[src/rtl/array_mult_stream_pkg.sv]
// mult_pkg: shared helpers for the elastic array multiplier
package mult_pkg;
  function automatic int rows_per_stage(int w, int s);
    return w / s;
  endfunction
  function automatic bit stages_legal(int w, int s);
    return w >= 2 && s >= 1 && s <= w && w % s == 0;
  endfunction
endpackage

[src/rtl/array_mult_stream_if.sv]
// array_mult_stream_if: operand/result streams with valid/ready on both sides
interface array_mult_stream_if #(
  parameter int WIDTH = 8,
  parameter int CONTROL_SIGNALS_WIDTH = 4
);
  logic [WIDTH-1:0] x, y;
  logic signed_mode;
  logic [CONTROL_SIGNALS_WIDTH-1:0] ctrls_in, ctrls_out;
  logic in_valid, in_ready, out_valid, out_ready;
  logic [2*WIDTH-1:0] result;
  modport master (
    output x, y, signed_mode, ctrls_in, in_valid, out_ready,
    input in_ready, result, ctrls_out, out_valid
  );
  modport slave (
    input x, y, signed_mode, ctrls_in, in_valid, out_ready,
    output in_ready, result, ctrls_out, out_valid
  );
endinterface

[src/rtl/array_mult_stream_stage.sv]
// mult_stage: adds R partial-product rows into the running sum and registers the stage record
module mult_stage
  import mult_pkg::*;
#(
  parameter int WIDTH = 8,
  parameter int R = 2,
  parameter int FIRST_ROW = 0,
  parameter int CONTROL_SIGNALS_WIDTH = 4
) (
  input  logic clk,
  input  logic rst,
  input  logic adv,
  input  logic v_i,
  input  logic sm_i,
  input  logic [WIDTH-1:0] x_i,
  input  logic [WIDTH-1:0] y_i,
  input  logic [2*WIDTH-1:0] sum_i,
  input  logic [CONTROL_SIGNALS_WIDTH-1:0] ctrls_i,
  output logic v_o,
  output logic sm_o,
  output logic [WIDTH-1:0] x_o,
  output logic [WIDTH-1:0] y_o,
  output logic [2*WIDTH-1:0] sum_o,
  output logic [CONTROL_SIGNALS_WIDTH-1:0] ctrls_o
);
  localparam int PW = 2 * WIDTH;
  localparam bit LAST = (FIRST_ROW + R) == WIDTH;
  localparam logic [PW-1:0] ONE = PW'(1);
  localparam logic [PW-1:0] CORR = (ONE << WIDTH) | (ONE << (PW - 1));
  typedef struct packed {
    logic v;
    logic sm;
    logic [WIDTH-1:0] x;
    logic [WIDTH-1:0] y;
    logic [PW-1:0] sum;
    logic [CONTROL_SIGNALS_WIDTH-1:0] ctrls;
  } rec_t;
  rec_t rec_d, rec_q;
  logic [PW-1:0] rows;
  // Baugh-Wooley rows: signed mode inverts bits pairing exactly one sign bit; the stage holding row WIDTH-1 adds 2^W + 2^(2W-1)
  always_comb begin
    rows = (LAST && sm_i) ? CORR : '0;
    for (int i = FIRST_ROW; i < FIRST_ROW + R; i++)
      for (int j = 0; j < WIDTH; j++)
        rows = rows + (PW'((x_i[j] & y_i[i]) ^ (sm_i & ((i == WIDTH - 1) != (j == WIDTH - 1)))) << (i + j));
    rec_d = adv ? rec_t'{v_i, sm_i, x_i, y_i, sum_i + rows, ctrls_i} : rec_q;
  end
  // stage record: loads from upstream when the stage advances, otherwise holds
  always_ff @(posedge clk or posedge rst) begin
    if (rst) rec_q <= '0;
    else rec_q <= rec_d;
  end
  assign v_o = rec_q.v;
  assign sm_o = rec_q.sm;
  assign x_o = rec_q.x;
  assign y_o = rec_q.y;
  assign sum_o = rec_q.sum;
  assign ctrls_o = rec_q.ctrls;
endmodule

[src/rtl/array_mult_stream.sv]
// array_mult_stream: elastic pipelined signed/unsigned array multiplier with sideband
module array_mult_stream
  import mult_pkg::*;
#(
  parameter int WIDTH = 8,
  parameter int STAGES = 4,
  parameter int CONTROL_SIGNALS_WIDTH = 4
) (
  input logic clk,
  input logic rst,
  array_mult_stream_if.slave bus
);
  localparam int R = rows_per_stage(WIDTH, STAGES);
  localparam int PW = 2 * WIDTH;
  if (!stages_legal(WIDTH, STAGES) || CONTROL_SIGNALS_WIDTH < 1) begin : g_bad_params
    $error("array_mult_stream: illegal WIDTH/STAGES/CONTROL_SIGNALS_WIDTH combination");
  end
  logic [STAGES:0] v, sm, adv;
  logic [WIDTH-1:0] xs [STAGES+1];
  logic [WIDTH-1:0] ys [STAGES+1];
  logic [PW-1:0] sums [STAGES+1];
  logic [CONTROL_SIGNALS_WIDTH-1:0] ctrls [STAGES+1];
  assign v[0] = bus.in_valid;
  assign sm[0] = bus.signed_mode;
  assign xs[0] = bus.x;
  assign ys[0] = bus.y;
  assign sums[0] = '0;
  assign ctrls[0] = bus.ctrls_in;
  // advance chain from the tail: a stage moves when it is empty or its successor moves
  always_comb begin
    adv[STAGES] = bus.out_ready;
    for (int k = STAGES - 1; k >= 0; k--) adv[k] = !v[k+1] || adv[k+1];
  end
  assign bus.in_ready = adv[0] && !rst;
  for (genvar s = 0; s < STAGES; s++) begin : g_stage
    mult_stage #(
      .WIDTH(WIDTH),
      .R(R),
      .FIRST_ROW(s * R),
      .CONTROL_SIGNALS_WIDTH(CONTROL_SIGNALS_WIDTH)
    ) u_stage (
      .clk(clk),
      .rst(rst),
      .adv(adv[s]),
      .v_i(v[s]),
      .sm_i(sm[s]),
      .x_i(xs[s]),
      .y_i(ys[s]),
      .sum_i(sums[s]),
      .ctrls_i(ctrls[s]),
      .v_o(v[s+1]),
      .sm_o(sm[s+1]),
      .x_o(xs[s+1]),
      .y_o(ys[s+1]),
      .sum_o(sums[s+1]),
      .ctrls_o(ctrls[s+1])
    );
  end
  assign bus.out_valid = v[STAGES];
  assign bus.result = sums[STAGES];
  assign bus.ctrls_out = ctrls[STAGES];
endmodule

[src/flat_wrapper.sv]
// flat-port wrapper written by rule: the top's interface ports become plain ports
module array_mult_stream_flat import mult_pkg::*;
#(
  parameter int WIDTH = 8,
  parameter int STAGES = 4,
  parameter int CONTROL_SIGNALS_WIDTH = 4
)
  (clk, rst, bus_x, bus_y, bus_signed_mode, bus_ctrls_in, bus_in_valid, bus_out_ready, bus_in_ready, bus_result, bus_ctrls_out, bus_out_valid);
  array_mult_stream_if #(.WIDTH(WIDTH), .CONTROL_SIGNALS_WIDTH(CONTROL_SIGNALS_WIDTH)) bus_i ();
  input logic clk;
  input logic rst;
  input wire logic [$bits(bus_i.x)-1:0] bus_x;
  input wire logic [$bits(bus_i.y)-1:0] bus_y;
  input wire logic [$bits(bus_i.signed_mode)-1:0] bus_signed_mode;
  input wire logic [$bits(bus_i.ctrls_in)-1:0] bus_ctrls_in;
  input wire logic [$bits(bus_i.in_valid)-1:0] bus_in_valid;
  input wire logic [$bits(bus_i.out_ready)-1:0] bus_out_ready;
  output wire logic [$bits(bus_i.in_ready)-1:0] bus_in_ready;
  output wire logic [$bits(bus_i.result)-1:0] bus_result;
  output wire logic [$bits(bus_i.ctrls_out)-1:0] bus_ctrls_out;
  output wire logic [$bits(bus_i.out_valid)-1:0] bus_out_valid;
  assign bus_i.x = bus_x;
  assign bus_i.y = bus_y;
  assign bus_i.signed_mode = bus_signed_mode;
  assign bus_i.ctrls_in = bus_ctrls_in;
  assign bus_i.in_valid = bus_in_valid;
  assign bus_i.out_ready = bus_out_ready;
  assign bus_in_ready = bus_i.in_ready;
  assign bus_result = bus_i.result;
  assign bus_ctrls_out = bus_i.ctrls_out;
  assign bus_out_valid = bus_i.out_valid;
  array_mult_stream #(.WIDTH(WIDTH), .STAGES(STAGES), .CONTROL_SIGNALS_WIDTH(CONTROL_SIGNALS_WIDTH)) u_core (.clk(clk), .rst(rst), .bus(bus_i));
endmodule
[config.mk]
export PLATFORM = sky130hd
export DESIGN_NAME = array_mult_stream_flat
export DESIGN_NICKNAME = d
export VERILOG_FILES = /design/src/rtl/array_mult_stream_pkg.sv /design/src/rtl/array_mult_stream_if.sv /design/src/rtl/array_mult_stream_stage.sv /design/src/rtl/array_mult_stream.sv /design/src/flat_wrapper.sv
export SDC_FILE = /design/constraint.sdc
export NUM_CORES = 1
export LEC_CHECK = 0
export BUFFER_PORTS_ARGS = -buffer_cell sky130_fd_sc_hd__buf_2
export CAP_MARGIN = 20
export CORE_MARGIN = 4
export CORE_UTILIZATION = 33
export DETAILED_ROUTE_END_ITERATION = 8
export SLEW_MARGIN = 40
export SYNTH_ARGS = -nofsm -noshare
export SYNTH_HDL_FRONTEND = slang
export SYNTH_SLANG_ARGS = --single-unit
export TNS_END_PERCENT = 5
[constraint.sdc]
create_clock -name clk -period 4 [get_ports clk]
set_clock_uncertainty 0.2 [all_clocks]
set_input_delay 0.8 -clock clk [delete_from_list [all_inputs] [get_ports clk]]
set_output_delay 0.8 -clock clk [all_outputs]
set_load 0.005 [all_outputs]
Yosys cells after proc, flatten, opt, wreduce, memory -nomap -nowiden

Cells that the tools add are included.
W data, S select, Z words.

Word-level logic and storage cells: 174
Bits in registers: 135
Memories kept: 0
Latch bits: 0
ROM bits: 0
Output and inout port bits: 22
Bits of input ports: 25
Memory bits (writable): 0

Div/mod/pow operators: 0
Shift-type cells: 0
$mul: 0
Multiplexer cells: 1
Order comparisons: 0
Reductions and logical operators: 10
Bitwise gates (word level): 78
$add $sub $neg: 64
Equal/unequal tests: 0

Operators with widths:

| operator            | count |
|---|---|
| $add A16 B16 Y16    | 27 |
| $add A16 B8 Y16     | 6 |
| $add A16 B10 Y16    | 5 |
| $add A16 B7 Y16     | 5 |
| $add A16 B6 Y16     | 4 |
| $and A1 B1 Y1       | 64 |
| $add A16 B5 Y16     | 3 |
| $add A16 B9 Y16     | 3 |
| $add A16 B11 Y16    | 2 |
| $add A16 B12 Y16    | 2 |
| $add A16 B3 Y16     | 2 |
| $add A16 B4 Y16     | 2 |
| $add A16 B13 Y16    | 1 |
| $add A16 B14 Y16    | 1 |
| $add A16 B2 Y16     | 1 |
| $mux W16            | 1 |
| $xor A6 B1 Y6       | 2 |
| $xor A1 B1 Y1       | 8 |
| $xor A4 B1 Y4       | 2 |
| $xor A8 B1 Y8       | 1 |
| $logic_not A1 Y1    | 5 |
| $logic_or A1 B1 Y1  | 4 |
| $xor A3 B1 Y3       | 1 |
| $logic_and A1 B1 Y1 | 1 |

Depth between registers and ports, before layout

Gate-level depths: netlist of run 1.

Word-level depth: 18
Mapped depth: 13

Modules after synthesis

A second synthesis of run 1 with hierarchy kept.

Cell total of the unflattened synthesis: 781
Area total of the unflattened synthesis: 8989.9 um^2

By module, submodules not included:

| module                                 | area each (um^2) | instances | cells an instance | sequential area each (um^2) |
|---|---|---|---|---|
| mult_stage (u_core.g_stage[0].u_stage) | 2323.5           | 1         | 212               | 950.9 |
| mult_stage (u_core.g_stage[1].u_stage) | 2275.9           | 1         | 206               | 950.9 |
| mult_stage (u_core.g_stage[3].u_stage) | 2193.4           | 1         | 175               | 950.9 |
| mult_stage (u_core.g_stage[2].u_stage) | 2144.6           | 1         | 181               | 950.9 |
| array_mult_stream                      | 52.6             | 1         | 7                 | 0.0 |

Worst setup path after synthesis of run 1

OpenSTA, ideal clock, no wires.

Path type: register to register
From: reg u_core.g_stage[2].u_stage.rec_q, in the netlist u_core.g_stage[2].u_stage.y_o[7]
To: reg u_core.g_stage[3].u_stage.rec_q, in the netlist u_core.g_stage[3].u_stage.sum_o[14]
Setup slack: 0.801 ns
Stages on the path, launching flop included: 13
Data arrival time: 2.883 ns
Library setup time: 0.116 ns
Period minus slack after synthesis: 3.199 ns
Cell sequence: dfrtp_1 clkbuf_1 nand2_1 xnor2_1 fa_1 fa_1 ha_1 inv_1 fa_1 nor2b_1 o31a_1 o21ai_0 o311ai_0

Longest elaborated chain between the ends: 11
Elaborated cells on any way between the ends: 24

RTL lines:

| item                           | line                          | text |
|---|---|---|
| start, declared                | array_mult_stream_stage.sv:38 | `rec_t rec_d, rec_q;` |
| start signal, assigned         | array_mult_stream_stage.sv:51 | `else rec_q <= rec_d;` |
| $and A1 B1 Y1                  | array_mult_stream_stage.sv:45 | `rows = rows + (PW'((x_i[j] & y_i[i]) ^ (sm_i & ((i == WIDTH - 1) != (j == WIDTH - 1)))) << (i + j));` |
| $xor A1 B1 Y1                  | array_mult_stream_stage.sv:45 |  |
| $add A16 B8 Y16                | array_mult_stream_stage.sv:45 |  |
| $add A16 B16 Y16               | array_mult_stream_stage.sv:45 |  |
| $add A16 B10 Y16               | array_mult_stream_stage.sv:45 |  |
| $add A16 B16 Y16 (4 in series) | array_mult_stream_stage.sv:45 |  |
| $add A16 B16 Y16 (*)           | array_mult_stream_stage.sv:45 |  |
| $add A16 B16 Y16 (*)           | array_mult_stream_stage.sv:46 | `rec_d = adv ? rec_t'{v_i, sm_i, x_i, y_i, sum_i + rows, ctrls_i} : rec_q;` |
| end signal, assigned           | array_mult_stream_stage.sv:51 |  |
| end, declared                  | array_mult_stream_stage.sv:38 |  |

Mark *: on every way between the ends. The rest lies on a longest branch, timed or not.
A chain may end at the register's enable or synchronous reset.

Worst setup path after layout of run 1

From: reg u_core.g_stage[2].u_stage.rec_q, in the netlist u_core.g_stage[2].u_stage.sm_o
To: reg u_core.g_stage[3].u_stage.rec_q, in the netlist u_core.g_stage[3].u_stage.sum_o[14]

Longest elaborated chain between the ends: 18
Elaborated cells on any way between the ends: 26

RTL lines:

| item                               | line                          | text |
|---|---|---|
| $mux W16                           | array_mult_stream_stage.sv:42 | `rows = (LAST && sm_i) ? CORR : '0;` |
| $add A16 B7 Y16                    | array_mult_stream_stage.sv:45 |  |
| $add A16 B8 Y16                    | array_mult_stream_stage.sv:45 |  |
| $add A16 B9 Y16                    | array_mult_stream_stage.sv:45 |  |
| $add A16 B10 Y16                   | array_mult_stream_stage.sv:45 |  |
| $add A16 B11 Y16                   | array_mult_stream_stage.sv:45 |  |
| $add A16 B12 Y16                   | array_mult_stream_stage.sv:45 |  |
| $add A16 B13 Y16                   | array_mult_stream_stage.sv:45 |  |
| $add A16 B14 Y16                   | array_mult_stream_stage.sv:45 |  |
| $add A16 B8 Y16                    | array_mult_stream_stage.sv:45 |  |
| $add A16 B16 Y16                   | array_mult_stream_stage.sv:45 |  |
| $add A16 B10 Y16                   | array_mult_stream_stage.sv:45 |  |
| $add A16 B16 Y16 (3 in series)     | array_mult_stream_stage.sv:45 |  |
| $add A16 B16 Y16 (*) (2 in series) | array_mult_stream_stage.sv:45 |  |
| $add A16 B16 Y16 (*)               | array_mult_stream_stage.sv:46 |  |

Marked as above.

==> results of run 1 <==
[worst max path at each step]
stage	start	endpoint	depth (start not counted)
detailed placement	u_core.g_stage[2].u_stage.sm_o	u_core.g_stage[3].u_stage.sum_o[14]	10
global route	u_core.g_stage[2].u_stage.sm_o	u_core.g_stage[3].u_stage.sum_o[14]	10
finish	u_core.g_stage[2].u_stage.sm_o	u_core.g_stage[3].u_stage.sum_o[14]	10
CTS	u_core.g_stage[2].u_stage.sm_o	u_core.g_stage[3].u_stage.sum_o[14]	10
global placement	u_core.g_stage[2].u_stage.sm_o	u_core.g_stage[3].u_stage.sum_o[14]	11
floorplan	rst	u_core.g_stage[0].u_stage.ctrls_o[0]	1
[layout make-up]
cell class                 count  area (um^2)  area share, %
inverter                      54        205.2          2.821
tap                          265        331.6          4.558
sequential                   111         2778          38.18
clock buffer                   9        225.2          3.096
timing repair buffer          52        287.8          3.956
multi-input combinational    561         3358          46.16
clock inverter                 7        88.84          1.221
[metrics by stage]
| step | total power [mW] | util (%) | instances |
|---|---|---|---|
| 2_1_floorplan | 3.350 | - | 760 |
| 3_3_place_gp | 3.805 | 35.75 | 1043 |
| 3_5_place_dp | 3.850 | 35.75 | 1043 |
| 4_1_cts | 4.829 | 37.36 | 1059 |
| 5_1_grt | 5.274 | 37.38 | 1059 |
| 6_report | 4.761 | 37.38 | 1059 |
[worst max-delay path, cell delays in order (launching register included)]
cell and delay (ns):
dfrtp_1 0.62, xnor2_1 0.17, fa_1 0.43, fa_1 0.51, ha_1 0.20, inv_1 0.06
fa_1 0.38, nor2b_1 0.21, o31a_1 0.17, o21ai_0 0.11, o311ai_0 0.29
[sequential cells by signal, summed over array words and instances (netlist names)]
register,cells
u_core.g_stage.u_stage.sm_o,3
u_core.g_stage.u_stage.y_o,12
u_core.g_stage.u_stage.sum_o,52
u_core.g_stage.u_stage.ctrls_o,16
u_core.g_stage.u_stage.x_o,24
u_core.g_stage.u_stage.v_o,4
[placed cells by master (no fill, tap or decap), types with 2 or more instances in the layout]
cell,instances
and2_1,21
o21ai_0,35
o21bai_1,5
a31oi_1,7
nand2b_1,8
o31ai_1,4
nor3b_1,4
nand2_1,290
buf_2,46
inv_8,3
inv_1,53
buf_4,5
o21a_1,3
ha_1,40
a21o_1,5
dfrtp_1,111
clkbuf_16,9
nand3_1,4
o22ai_1,2
a21oi_1,23
xor2_1,9
nor3_1,9
clkinv_4,2
xnor2_1,17
fa_1,25
nor2b_1,3
nor2_1,26
a211oi_1,12
[report_power, final]
| group | switching (mW) | internal, mW | leakage, nW |
|---|---|---|---|
| logic | 1.19 | 0.965 | 2.24 |
| clock network | 0.444 | 0.501 | 0.152 |
| registers | 0.221 | 1.44 | 1.33 |
| total | 1.86 | 2.90 | 3.72 |
[kinds of logic after synthesis]
kind of cell,Yosys count,synth area share [%]
adder cells (fa/ha/maj),65,15.33
AO/OA/AOI/OAI,100,9.182
flip-flops,111,42.55
AND/OR/NAND/NOR,370,23.40
XOR/XNOR,26,3.489
buffers and inverters,88,6.038
[metal layers]
layer	track usage, %	part of all wire (%)	up-vias
li1	-	-	2471
met1	17.60	52	2156
met2	18.32	43	57
met3	3.352	4.0	8
met4	2.494	0.81	0
met5	0	0	-
==> key figures, run 1 <==
Layout
  – # nets final: 879
  – Ant diodes: 0
  – Area growth syn-to-layout: 11.44%
  – Layout cells sized above 1: 9.194%
  – Fill cells: 2016
  – Fin area: 0.007274 mm^2

Critical path
  – R2R Setup Slk: 0.55 ns
  – Critical Path RT: 4.05 ns
  – Worst-path fanout max: 10
  – Crit. End Element: flip-flop
  – Reg-to-Reg Start: u_core.g_stage[2].u_stage.sm_o
  – R2r worst-path depth: 10
  – Crit start category: flip-flop
  – CP arrival: 3.50 ns
  – WS Path Type: flip-flop to flip-flop
  – Critical R2R Capture: u_core.g_stage[3].u_stage.sum_o[14]

Synthesis
  – Synth Area per Inst: 8.589 um^2
  – Area share of the largest cell type after synthesis: 42.55%
  – Synth cell types: 35
  – Synth warn: 0
  – Synth Register Bits: 111
  – Cell with the most instances after synthesis: nand2_1
  – Seq/Total Area, Yosys: 42.55%
  – Post-synth design cell area: 0.006528 mm^2
  – Syn nets: 850
  – Cell taking the most area after synthesis: dfrtp_1
  – Post-synth EDFFs: 0
  – Most frequent cells after synthesis: nand2_1, dfrtp_1, inv_1, ha_1, o21ai_0
  – Syn Inst Count: 760
  – Synth top area cells: dfrtp_1, nand2_1, fa_1
  – Top_reg_cell synth: dfrtp_1
  – Async SR Flop Fraction: 100.0%

Global route
  – Initial antenna violation count: 0
  – Number of global-route vias before repair: 4639
  – Pin count of the biggest net entering global routing: 82
  – Global Route Usage Sum: 12.15%
  – Total gr overflow: 0
  – First-pass GRT wire length: 22.16 mm

CTS
  – Number of buffers added to fix hold violations after cts: 0
  – CTS buffer count: 9
  – Clock Pin Slew Worst Setup and Hold Paths: 0.08 ns
  – Worst skew pair latency: 0.36 ns
  – CTS tree: built
  – Post-cts resize count: 0
  – # clock sinks: 111
  – Post CTS Setup Buffer Count: 0
  – Root Buffer: clkbuf_16
  – Max clock buf depth: 2
  – Htree depth: 3

Drt
  – Final WL: 12.57 mm
  – Total number of vias: 4692
  – Vias/cell: 4.431
  – Initial drt markers: 197
  – Post-DRT Antenna Nets: 0
  – Pre-antenna DRT Iters: 4
  – Drt wl/cell: 11.87 um
  – Residual DRC count: 0

Die
  – Die area: 0.02209 mm^2
  – Core Footprint: 0.01946 mm^2
  – Die extent in y: 148.6 um
  – Die width: 148.6 um
  – # IOs: 47
  – Starting Density: 33.54%
  – FP Rows: 51

STA
  – Setup ws final: 0.5464 ns
  – Tcrit/Tclk final: 86.34%
  – Slew @ Worst Pin: 0.7762 ns
  – Unrepaired setup endpoints after global routing: false
  – Slew headroom: 48.25%
  – Hold Fails Final Rpt: 0
  – Fin crit period: 3.454 ns
  – TNS Setup: 0 ns
  – Slew Limit Fails: 0
  – Fmax: 289.6 MHz
  – Final-report setup violation count: 0
  – Worst hold slack: 0.2520 ns

Power and ir drop
  – Worst VDD drop: 253.3 uV
  – LEAKAGE: 3.722 nW
  – Pwr dens: 654.5 mW/mm^2

Place
  – Dpl ws: 0.5726 ns
  – GPL Wtd Cong: 0.8236
  – DP HPWL: 9.548 mm
  – Port Buffer Count: 46
  – Placed cell area: 0.006958 mm^2

Min path
  – HP Class: input port to async pin

Run status
  – Outcome: finished clean

Job
  – Max-cap violations: 0
(Power assumes the default switching activity.)
==> run 2: changes to the inputs <==
- RECOVER_POWER: unset -> 50
==> key figures, run 2 (synthesis results as in run 1) <==
CTS
  – Worst skew pair latency: 0.36 ns (about the same)
  – Post CTS Setup Buffer Count: 0 (unchanged)
  – CTS buffer count: 9 (unchanged)
  – Max clock buf depth: 2 (unchanged)
  – Root Buffer: clkbuf_16
  – Clock Pin Slew Worst Setup and Hold Paths: 0.08 ns (about the same)
  – Htree depth: 3 (unchanged)
  – Post-cts resize count: 0 (unchanged)
  – # clock sinks: 111 (unchanged)
  – CTS tree: built
  – Number of buffers added to fix hold violations after cts: 0 (unchanged)

Critical path
  – R2r worst-path depth: 10 (unchanged)
  – CP max stage cell: dfrtp_1
  – Crit. End Element: flip-flop
  – Reg-to-Reg Start: u_core.g_stage[2].u_stage.sm_o
  – Most used cell along the critical path: fa_1
  – Critical-path cell list: xnor2_1 > fa_1 > fa_1 > ha_1 > inv_1 > fa_1 > nor2b_1 > o31a_1 > o21ai_0 > o311ai_0
  – CP arrival: 3.50 ns (about the same)
  – CP bufs+invs: 1 (unchanged)
  – Worst-path fanout max: 10 (unchanged)
  – WS Path Type: flip-flop to flip-flop
  – Worst path top cell family by delay: adder cells
  – Crit start category: flip-flop
  – Critical Path RT: 4.05 ns (about the same)
  – Cell depth of the worst setup path: 10 (unchanged)
  – CP Launch Point: u_core.g_stage[2].u_stage.sm_o
  – CP max stage delay: 0.62 ns (about the same)

Drt
  – Post-DRT Antenna Nets: 0 (unchanged)
  – Vias/cell: 4.433 (about the same)
  – Pre-antenna DRT Iters: 4 (unchanged)
  – Total number of vias: 4695 (+0.064%)
  – Residual DRC count: 0 (unchanged)
  – Drt wl/cell: 11.89 um (+0.17%)
  – Initial drt markers: 194 (-1.5%)
  – Final WL: 12.59 mm (+0.17%)

Place
  – Placed cell area: 0.006958 mm^2 (unchanged)
  – Post-Place Cells: 1043 (unchanged)
  – Port Buffer Count: 46 (unchanged)
  – DP HPWL: 9.548 mm (unchanged)
  – Dpl ws: 0.5726 ns (unchanged)
  – GPL Wtd Cong: 0.8236 (unchanged)

STA
  – Unrepaired setup endpoints after global routing: false
  – Worst hold slack: 0.2610 ns (+0.008977 ns)
  – Hold Fails Final Rpt: 0 (unchanged)
  – Fmax: 289.6 MHz (about the same)
  – Slew headroom: 3.269% (-45 points)
  – Slew Limit Fails: 0 (unchanged)
  – Final-report setup violation count: 0 (unchanged)
  – Slew @ Worst Pin: 1.443 ns (+0.6668 ns)
  – Setup ws final: 0.5464 ns (+0.000006000 ns)
  – Tcrit/Tclk final: 86.34% (about the same)
  – TNS Setup: 0 ns (unchanged)
  – Fin crit period: 3.454 ns (-0.000006000 ns)

Layout
  – Fill cells: 2017 (+0.050%)
  – Ant diodes: 0 (unchanged)
  – Fin area: 0.007271 mm^2 (about the same)
  – Commonest non-fill, non-tap cell in the layout: nand2_1
  – # nets final: 879 (unchanged)
  – Max reg flops: 52 (unchanged)
  – Non-Filler Instances: 1059 (unchanged)
  – Util after Layout: 37.36% (about the same)
  – Area growth syn-to-layout: 11.39% (about the same)
  – Most frequent cells in the layout: nand2_1, dfrtp_1, inv_1
  – Layout cells sized above 1: 8.942% (-0.25 points)

Min path
  – Worst Hold Launch: u_core.g_stage[3].u_stage.sum_o[8]
  – Hold path cells: 2
  – HP Class: flip-flop to flip-flop

Global route
  – M3 GR Usage: 3.352% (unchanged)
  – Pin count of the biggest net entering global routing: 82 (unchanged)
  – GR Util met2: 18.32% (unchanged)
  – Number of global-route vias before repair: 4639 (unchanged)
  – Initial antenna violation count: 0 (unchanged)
  – Grt met1 use: 17.60% (unchanged)
  – Layer with the highest usage: met2
  – First-pass GRT wire length: 22.16 mm (unchanged)
  – Total gr overflow: 0 (unchanged)
  – Global Route Usage Sum: 12.15% (unchanged)

Power and ir drop
  – Flop pwr share: 34.8% (about the same)
  – Psw: 1.860 mW (about the same)
  – Total power: 4.762 mW (about the same)
  – Comb power frac: 45.3% (about the same)
  – Sw Share: 39.05% (about the same)
  – Pint: 2.903 mW (about the same)
  – Pwr dens: 655.0 mW/mm^2 (about the same)
  – Worst VDD drop: 253.3 uV (about the same)
  – Clock share of power: 19.8% (about the same)
  – LEAKAGE: 3.713 nW (-0.27%)

Die
  – FP Rows: 51 (unchanged)
  – Die extent in y: 148.6 um (unchanged)
  – Die area: 0.02209 mm^2 (unchanged)
  – # IOs: 47 (unchanged)
  – Core Footprint: 0.01946 mm^2 (unchanged)
  – Die width: 148.6 um (unchanged)
  – Starting Density: 33.54% (unchanged)

Job
  – Max-cap violations: 0 (unchanged)

Run status
  – Outcome: finished clean
run 2: path summary, 6_finish.rpt:
| check | endpoint | slack (ns) |
|---|---|---|
| min reg2reg | u_core.g_stage[3].u_stage.sum_o[8] | 0.26 |
| max | u_core.g_stage[3].u_stage.sum_o[14] | 0.55 |
| min | u_core.g_stage[3].u_stage.sum_o[8] | 0.26 |
| max reg2reg | u_core.g_stage[3].u_stage.sum_o[14] | 0.55 |
| min in group asynchronous | u_core.g_stage[0].u_stage.sum_o[1] | 0.56 |
| max in group asynchronous | u_core.g_stage[2].u_stage.sm_o | 2.07 |
run 2: worst min-delay path: stages (launching register included):
cell,delay (ns)
dfrtp_1,0.34
nand2_1,0.05
nand2_1,0.04
run 2: power groups by stage:
stage | combinational (mW) | clock, mW | sequential [mW]
after floorplan | 1.74 | 0 | 1.61
after global placement | 2.12 | 0 | 1.68
after detailed placement | 2.16 | 0 | 1.69
after CTS | 2.19 | 0.975 | 1.66
after global routing | 2.54 | 1.02 | 1.71
final | 2.16 | 0.945 | 1.66
run 2: cell type report:
cell class / count / area, um^2 / share of cell area, %
Sequential cell: 111 / 2778 / 38.20
Inverter: 54 / 203.9 / 2.805
Clock inverter: 7 / 88.84 / 1.222
Timing Repair Buffer: 52 / 285.3 / 3.924
Multi-Input combinational cell: 561 / 3358 / 46.19
Tap cell: 265 / 331.6 / 4.560
Clock buffer: 9 / 225.2 / 3.098
run 2: layer usage:
| metal | routed length, um | up-vias |
|---|---|---|
| met4 | 107 | 0 |
| li1 | - | 2471 |
| met3 | 489 | 9 |
| met1 | 6542 | 2158 |
| met5 | 0 | - |
| met2 | 5449 | 57 |
